`config.mk`:
```
export PLATFORM = sky130hd
export DESIGN_NAME = vec_lane_sequencer
export DESIGN_NICKNAME = d
export VERILOG_FILES = /design/src/rtl/vec_lane_sequencer.sv
export SDC_FILE = /design/constraint.sdc
export NUM_CORES = 1
export LEC_CHECK = 0
export CORE_MARGIN = 2
export CORE_UTILIZATION = 25
export DETAILED_ROUTE_END_ITERATION = 8
export PLACE_DENSITY_LB_ADDON = 0.12
export SLEW_MARGIN = 20
export SYNTH_ARGS = -nofsm -noshare
export SYNTH_HDL_FRONTEND = slang
export SYNTH_SLANG_ARGS = --single-unit
```
`constraint.sdc`:
```
create_clock -name clk -period 3.07 [get_ports clk]
set_input_delay 0.614 -clock clk [delete_from_list [all_inputs] [get_ports clk]]
set_output_delay 0.614 -clock clk [all_outputs]
set_load 0.02 [all_outputs]
```
`src/rtl/vec_lane_sequencer.sv`:
```
// vec_lane_sequencer: multi-cycle vector execute controller.
// Streams one vector operation through a single external combinational
// Q7.8 lane ALU, one lane per cycle, and hands the assembled result vector,
// per-lane flags and aggregated {V,N,Z,C} flags to writeback.
// Optional feature macro: VEC_LANE_SEQ_MASK_EN adds a per-lane enable mask
// (masked lanes pass operand C through with zero flags and are left out of
// the flag aggregation).
module vec_lane_sequencer #(
    parameter int LANES = 4,
    parameter int IDX_W = $clog2(LANES)
) (
    input  logic                  clk,
    input  logic                  rst,
    input  logic                  in_valid,
    output logic                  in_ready,
    input  logic [2:0]            in_opcode,
    input  logic                  in_scalar,
    input  logic [15:0]           in_scalar_val,
    input  logic [16*LANES-1:0]   in_vec_a,
    input  logic [16*LANES-1:0]   in_vec_b,
    input  logic [16*LANES-1:0]   in_vec_c,
`ifdef VEC_LANE_SEQ_MASK_EN
    input  logic [LANES-1:0]      in_mask,
`endif
    output logic [15:0]           alu_a,
    output logic [15:0]           alu_b,
    output logic [15:0]           alu_c,
    output logic [2:0]            alu_opcode,
    output logic                  alu_flag_scalar,
    output logic [31:0]           alu_instance,
    input  logic [15:0]           alu_result,
    input  logic [3:0]            alu_flags,
    output logic                  out_valid,
    input  logic                  out_ready,
    output logic [16*LANES-1:0]   out_vec,
    output logic [4*LANES-1:0]    out_lane_flags,
    output logic [3:0]            out_flags,
    output logic                  out_err
);

    typedef enum logic [1:0] {
        S_IDLE = 2'd0,
        S_RUN  = 2'd1,
        S_DONE = 2'd2
    } state_t;

    // Opcodes the lane ALU understands: mul, sub, add, set.
    function automatic logic f_legal(input logic [2:0] op);
        return (op == 3'b000) || (op == 3'b001) || (op == 3'b010) || (op == 3'b111);
    endfunction

    // Reduce per-lane {V,N,Z,C}: OR for V/N/C, AND for Z, inactive lanes
    // behave as the identity of each reduction (Z=1, others 0).
    function automatic logic [3:0] f_aggregate(input logic [4*LANES-1:0] lf,
                                               input logic [LANES-1:0]   act);
        logic v, n, z, c;
        v = 1'b0;
        n = 1'b0;
        z = 1'b1;
        c = 1'b0;
        for (int i = 0; i < LANES; i++) begin
            if (act[i]) begin
                v = v | lf[4*i+3];
                n = n | lf[4*i+2];
                z = z & lf[4*i+1];
                c = c | lf[4*i+0];
            end
        end
        return {v, n, z, c};
    endfunction

    state_t                r_state;
    state_t                w_state_nxt;
    logic [IDX_W-1:0]      r_idx;
    logic [2:0]            r_opcode;
    logic                  r_scalar;
    logic [15:0]           r_scalar_val;
    logic [16*LANES-1:0]   r_vec_a;
    logic [16*LANES-1:0]   r_vec_b;
    logic [16*LANES-1:0]   r_vec_c;
    logic [16*LANES-1:0]   r_res;
    logic [4*LANES-1:0]    r_lflags;
    logic [3:0]            r_flags;
    logic                  r_err;
`ifdef VEC_LANE_SEQ_MASK_EN
    logic [LANES-1:0]      r_mask;
`endif

    logic                  w_accept;
    logic                  w_last;
    logic [IDX_W-1:0]      w_lane;
    logic [15:0]           w_lane_res;
    logic [3:0]            w_lane_flg;
    logic [4*LANES-1:0]    w_lflags_upd;
    logic [LANES-1:0]      w_active;

    assign w_accept = in_valid && in_ready;
    assign w_last   = (r_idx == IDX_W'(LANES - 1));
    // Outside RUN the ALU sees lane 0 so its inputs never dangle on a stale index.
    assign w_lane   = (r_state == S_RUN) ? r_idx : '0;

`ifdef VEC_LANE_SEQ_MASK_EN
    assign w_active = r_mask;
`else
    assign w_active = '1;
`endif

    // ALU operand drive: purely combinational from latched operands and lane index.
    assign alu_a           = r_vec_a[{w_lane, 4'b0000} +: 16];
    assign alu_b           = r_scalar ? r_scalar_val : r_vec_b[{w_lane, 4'b0000} +: 16];
    assign alu_c           = r_vec_c[{w_lane, 4'b0000} +: 16];
    assign alu_opcode      = r_opcode;
    assign alu_flag_scalar = r_scalar;
    assign alu_instance    = 32'(w_lane);

    assign out_vec        = r_res;
    assign out_lane_flags = r_lflags;
    assign out_flags      = r_flags;
    assign out_err        = r_err;

    // Per-lane writeback value; a masked lane forwards operand C with zero flags.
    always_comb begin
        w_lane_res = alu_result;
        w_lane_flg = alu_flags;
`ifdef VEC_LANE_SEQ_MASK_EN
        if (!r_mask[r_idx]) begin
            w_lane_res = alu_c;
            w_lane_flg = 4'b0000;
        end
`endif
    end

    // Lane flag vector including the lane being written this cycle, so the
    // aggregate taken on the last lane already sees that lane's flags.
    always_comb begin
        w_lflags_upd = r_lflags;
        w_lflags_upd[{r_idx, 2'b00} +: 4] = w_lane_flg;
    end

    // FSM state register.
    always_ff @(posedge clk or negedge rst) begin
        if (!rst) begin
            r_state <= S_IDLE;
        end else begin
            r_state <= w_state_nxt;
        end
    end

    // FSM next state and handshake outputs.
    always_comb begin
        w_state_nxt = r_state;
        in_ready    = 1'b0;
        out_valid   = 1'b0;
        case (r_state)
            S_IDLE: begin
                in_ready = 1'b1;
                if (in_valid) begin
                    w_state_nxt = f_legal(in_opcode) ? S_RUN : S_DONE;
                end
            end
            S_RUN: begin
                if (w_last) begin
                    w_state_nxt = S_DONE;
                end
            end
            S_DONE: begin
                out_valid = 1'b1;
                if (out_ready) begin
                    w_state_nxt = S_IDLE;
                end
            end
            default: begin
                w_state_nxt = S_IDLE;
            end
        endcase
    end

    // Operand capture at accept, per-lane result collection, flag aggregation.
    always_ff @(posedge clk or negedge rst) begin
        if (!rst) begin
            r_idx        <= '0;
            r_opcode     <= '0;
            r_scalar     <= 1'b0;
            r_scalar_val <= '0;
            r_vec_a      <= '0;
            r_vec_b      <= '0;
            r_vec_c      <= '0;
            r_res        <= '0;
            r_lflags     <= '0;
            r_flags      <= '0;
            r_err        <= 1'b0;
`ifdef VEC_LANE_SEQ_MASK_EN
            r_mask       <= '0;
`endif
        end else begin
            case (r_state)
                S_IDLE: begin
                    if (w_accept) begin
                        r_idx        <= '0;
                        r_opcode     <= in_opcode;
                        r_scalar     <= in_scalar;
                        r_scalar_val <= in_scalar_val;
                        r_vec_a      <= in_vec_a;
                        r_vec_b      <= in_vec_b;
                        r_vec_c      <= in_vec_c;
                        r_res        <= '0;
                        r_lflags     <= '0;
                        r_flags      <= '0;
                        r_err        <= !f_legal(in_opcode);
`ifdef VEC_LANE_SEQ_MASK_EN
                        r_mask       <= in_mask;
`endif
                    end
                end
                S_RUN: begin
                    r_res[{r_idx, 4'b0000} +: 16] <= w_lane_res;
                    r_lflags                      <= w_lflags_upd;
                    if (w_last) begin
                        r_flags <= f_aggregate(w_lflags_upd, w_active);
                    end else begin
                        r_idx <= r_idx + IDX_W'(1);
                    end
                end
                S_DONE: begin
                    if (out_ready) begin
                        r_err <= 1'b0;
                    end
                end
                default: begin
                    r_idx <= '0;
                end
            endcase
        end
    end

endmodule

```
==> Flow_metrics.wiki, run 1 <==
{| class="wikitable"
! Metric !! Value
|-
| Run status || finished, final reports clean
|-
| Leading register cell type out of synthesis || dfrtp_1
|-
| Sequence of cells on the critical path || nand3b_1, buf_6, bufbuf_16, a211oi_2, a31oi_1, dlygate4sd2_1
|-
| Total area of multi-input combinational cells || 5254 µm²
|-
| Type of the worst min-delay path || primary input to asynchronous set/reset pin
|-
| # IOs || 407
|-
| Number of warning messages in the yosys log || 0
|-
| Maximum clock path buffer count || 3
|-
| Data arrival, critical path || 2.36 ns
|-
| Summed negative setup slack over all endpoints || 0 ns
|-
| Core box area || 52870 µm²
|-
| Critical path required time || 2.46 ns
|-
| Via count of the first global-routing pass || 11.88k
|-
| Worst slew margin relative to its limit || 57.81%
|-
| Clock buffer count from CTS || 38
|-
| Destination of the critical timing path || alu_c[0]
|-
| CTS Hold Bufs || 0
|-
| Depth of the most critical reg-to-reg path || 6
|-
| Synthesized area divided by synthesized cell count || 8.993 µm²
|-
| Fraction of final layout cells sized beyond drive strength 1 || 7.273%
|-
| Design Area, Final || 19270 µm²
|-
| Post-synthesis cell type count || 42
|-
| Number of optimization iterations in the first detailed-route pass || 7
|-
| Number of vias in the routed layout || 11.45k
|-
| GRT Resource Usage Total || 17.23%
|-
| Level count of the clock H-tree || 2
|-
| Startpoint type of the worst setup path || flip-flop
|-
| Final critical-path required period || 2.971 ns
|-
| Sum of internal, switching and leakage power || 18.38 mW
|-
| Post-Route Hold Slack || 0.04888 ns
|-
| Clock insertion delay at the later pin of the skew report || 0.54 ns
|-
| Area fraction of the dominant cell type after synthesis || 56.06%
|-
| Cell with the largest stage delay on the worst path || dfrtp_1
|-
| Number of core rows || 84
|-
| Area taken by flip-flops and latches || 7533 µm²
|-
| Worst-path maximum fanout || 29
|-
| Mapped Area || 13440 µm²
|-
| Max Freq || 336.6 MHz
|-
| Via density || 4.474
|-
| Seq cells post-synth || 301
|-
| Number of nets with antenna violations after routing || 0
|-
| First DRT Iteration DRCs || 734
|-
| Placed Area || 17960 µm²
|-
| Maximum resistive drop on vdd || 0.4828 mV
|-
| Main area contributors after synthesis || dfrtp_1 56%, nand2_1 20%, a22o_1 5.7%, buf_2 1.9%, buf_4 1.8%
|-
| Max-cap check violation count || 0
|-
| Library cell with the largest summed area after synthesis || dfrtp_1
|-
| Fraction of the yosys area taken by sequential cells || 56.06%
|-
| # DRC || 0
|-
| Overall die area || 55610 µm²
|-
| Number of failing hold endpoints at the final stage || 0
|-
| Global placer's final weighted congestion || 0.7687
|-
| Lkg Pwr || 9.186 nW
|-
| Largest net degree at the start of global routing || 121
|-
| Routed WL per cell || 18.96 µm
|-
| Final clock period utilization by the worst path || 96.77%
|-
| Clk slew on worst S/H paths || 0.06 ns
|-
| Count of fill cells added during filler insertion || 5397
|-
| Initial antenna violation count || 10
|-
| Horiz. Die Dim || 235.8 µm
|-
| Start-to-end type of the worst setup path || flip-flop to output port
|-
| Worst reg2reg path startpoint || r_idx[0]$_DFFE_PN0P_
|-
| CTS sink count || 301
|-
| Synthesis-to-finish area growth || 43.46%
|-
| Starting density of the core || 25.41%
|-
| Setup violators final || 0
|-
| Vertical die dimension || 235.8 µm
|-
| CTS tree || done
|-
| Number of slew-limit violations in the final report || 0
|-
| Remaining global-route overflow || 0
|-
| Launch point of the worst path || r_state[1]$_DFFE_PN0P_
|-
| Clk_skew || 0.01088 ns
|-
| Least-Margin Pin Slew || 0.6329 ns
|-
| CTS root buffer || clkbuf_16
|-
| Unrepaired setup endpoints after global routing || no
|-
| Port-buffer cells || 376
|-
| Wire length of the first global-routing pass || 74090 µm
|-
| CP max stage delay || 0.41 ns
|-
| Category of the worst setup path capture point || output port
|-
| Ratio of total power to cell area || 953.7 nW/µm²
|-
| Instance count of the mapped netlist || 1494
|-
| Async set or reset register ratio after synthesis || 100.0%
|-
| Layout Nets || 2088
|-
| Placed wire-length estimate after detailed placement || 33130 µm
|-
| Total Wirelength || 48510 µm
|-
| Register-to-register setup slack || 0.73 ns
|-
| Share of the core filled with cells in the final layout || 36.46%
|-
| Number of synthesized flops with an enable pin || 0
|-
| End of the worst register-to-register path || r_state[1]$_DFFE_PN0P_
|}
## how the worst min path moves through the flow
stage / endpoint / slack (ns) / cells past startpoint
floorplan: alu_flag_scalar$_DFFE_PN0P_ / 0.32 / 0
global placement: r_vec_a[27]$_DFFE_PN0P_ / 0.45 / 2
detailed placement: r_vec_a[18]$_DFFE_PN0P_ / 0.45 / 2
CTS: out_vec[52]$_DFFE_PN0P_ / 0.05 / 1
global route: out_vec[23]$_DFFE_PN0P_ / 0.08 / 1
finish: out_vec[52]$_DFFE_PN0P_ / 0.05 / 1
## kinds of logic after synthesis
kind of cell,count (synthesis),synth area share (%)
and+or+nand+nor,768,23.03
DFF,301,56.06
AOI/OAI and AO/OA,238,12.94
buffers and inverters,161,6.007
muxes,18,1.341
adders and majority gates,5,0.4656
xor gates and xnor gates,2,0.1304
other,1,0.02791
## through the flow
stage,std cells,worst slack [ns]
final,2559,0.09910
after CTS,2558,0.002287
after floorplan,1523,0.5258
after global routing,2558,0.005597
after global placement,2492,0.2734
after detailed placement,2492,0.2956
## synthesized netlist by cell type (3+ instances only)
master	number
nand2_1	698
dfrtp_1	301
a22o_1	88
buf_2	51
clkbuf_1	41
a31oi_1	38
nor2b_1	38
buf_4	33
a211oi_1	32
inv_1	28
o21ai_0	28
a21oi_1	24
mux2i_1	18
o211ai_1	16
nand3_1	8
buf_1	5
ha_1	5
nor2_1	5
nand2b_1	4
a41oi_1	3
nand3b_1	3
## layout by cell type (no fill, tap or decap), types with 3 or more instances in the layout
master,count
o211ai_1,16
nor2b_1,38
ha_1,5
clkbuf_1,6
clkinv_2,4
a211oi_2,4
conb_1,30
clkbuf_16,39
dlygate4sd2_1,28
inv_1,28
dfrtp_1,300
clkbuf_2,14
nand2b_1,4
a22o_1,88
a211oi_1,28
nand2_1,697
mux2i_1,18
nor2_1,5
a41oi_1,3
a21oi_2,4
nand3b_1,3
clkbuf_8,5
a21oi_1,22
a31oi_1,37
buf_12,15
nand3_1,7
o21ai_0,28
buf_4,21
clkdlybuf4s50_1,326
buf_6,3
bufinv_16,8
## critical path: cells and delay by family (launching register included)
kind | cells | cell delay, ns
buf+inv | 3 | 0.83
flops | 1 | 0.41
simple gates | 1 | 0.26
compound gates | 2 | 0.31
## power by group
part	leakage [nW]	internal, mW	total [mW]	switching [mW]
Combinational	4.68	2.77	7.18	4.41
Clock	0.657	3.10	4.90	1.80
Sequential	3.85	5.48	6.30	0.819
## repair_timing
| item | in CTS | in global routing |
|---|---|---|
| gates cloned | 1 | 0 |
| resized for setup | 72 | 35 |
| pin swaps | 1 | 0 |
| setup endpoints to repair | 48 | 22 |
| buffers inserted | 2 | 0 |
## state kept, by name, summed over array words and instances, names as in the netlist
register	flops
out_vec	64
r_vec_c	64
out_err	1
alu_opcode	3
r_scalar_val	16
r_idx	2
out_flags	4
alu_flag_scalar	1
r_vec_b	64
r_vec_a	64
out_lane_flags	16
r_state	2
## layer usage
| layer | track usage (%) | up-vias | wire [µm] |
|---|---|---|---|
| met5 | 0 | - | 117 |
| met4 | 4.420 | 18 | 894 |
| met3 | 4.646 | 78 | 3119 |
| met2 | 27.88 | 303 | 22350 |
| met1 | 22.75 | 5509 | 22030 |
| li1 | - | 5542 | - |
## cell type report
cell class	count	area share, %
multi-input combinational	1061	27.26
sequential	301	39.08
timing repair buffer	416	21.68
clock inverter	13	1.396
antenna	1	0.01298
inverter	29	0.5648
tap	688	4.466
clock buffer	50	5.537
No activity file was read; power rests on OpenSTA's default activity.
==> run 2, diff against run 1 <==
--- a/config.mk
+++ b/config.mk
@@ -7,6 +7,7 @@
 export LEC_CHECK = 0
 export CORE_MARGIN = 2
 export CORE_UTILIZATION = 25
+export CTS_CLUSTER_DIAMETER = 200
 export DETAILED_ROUTE_END_ITERATION = 8
 export PLACE_DENSITY_LB_ADDON = 0.12
 export SLEW_MARGIN = 20
==> results of run 2 <==
Final layout, timing and power as in run 1 (identical DEF).
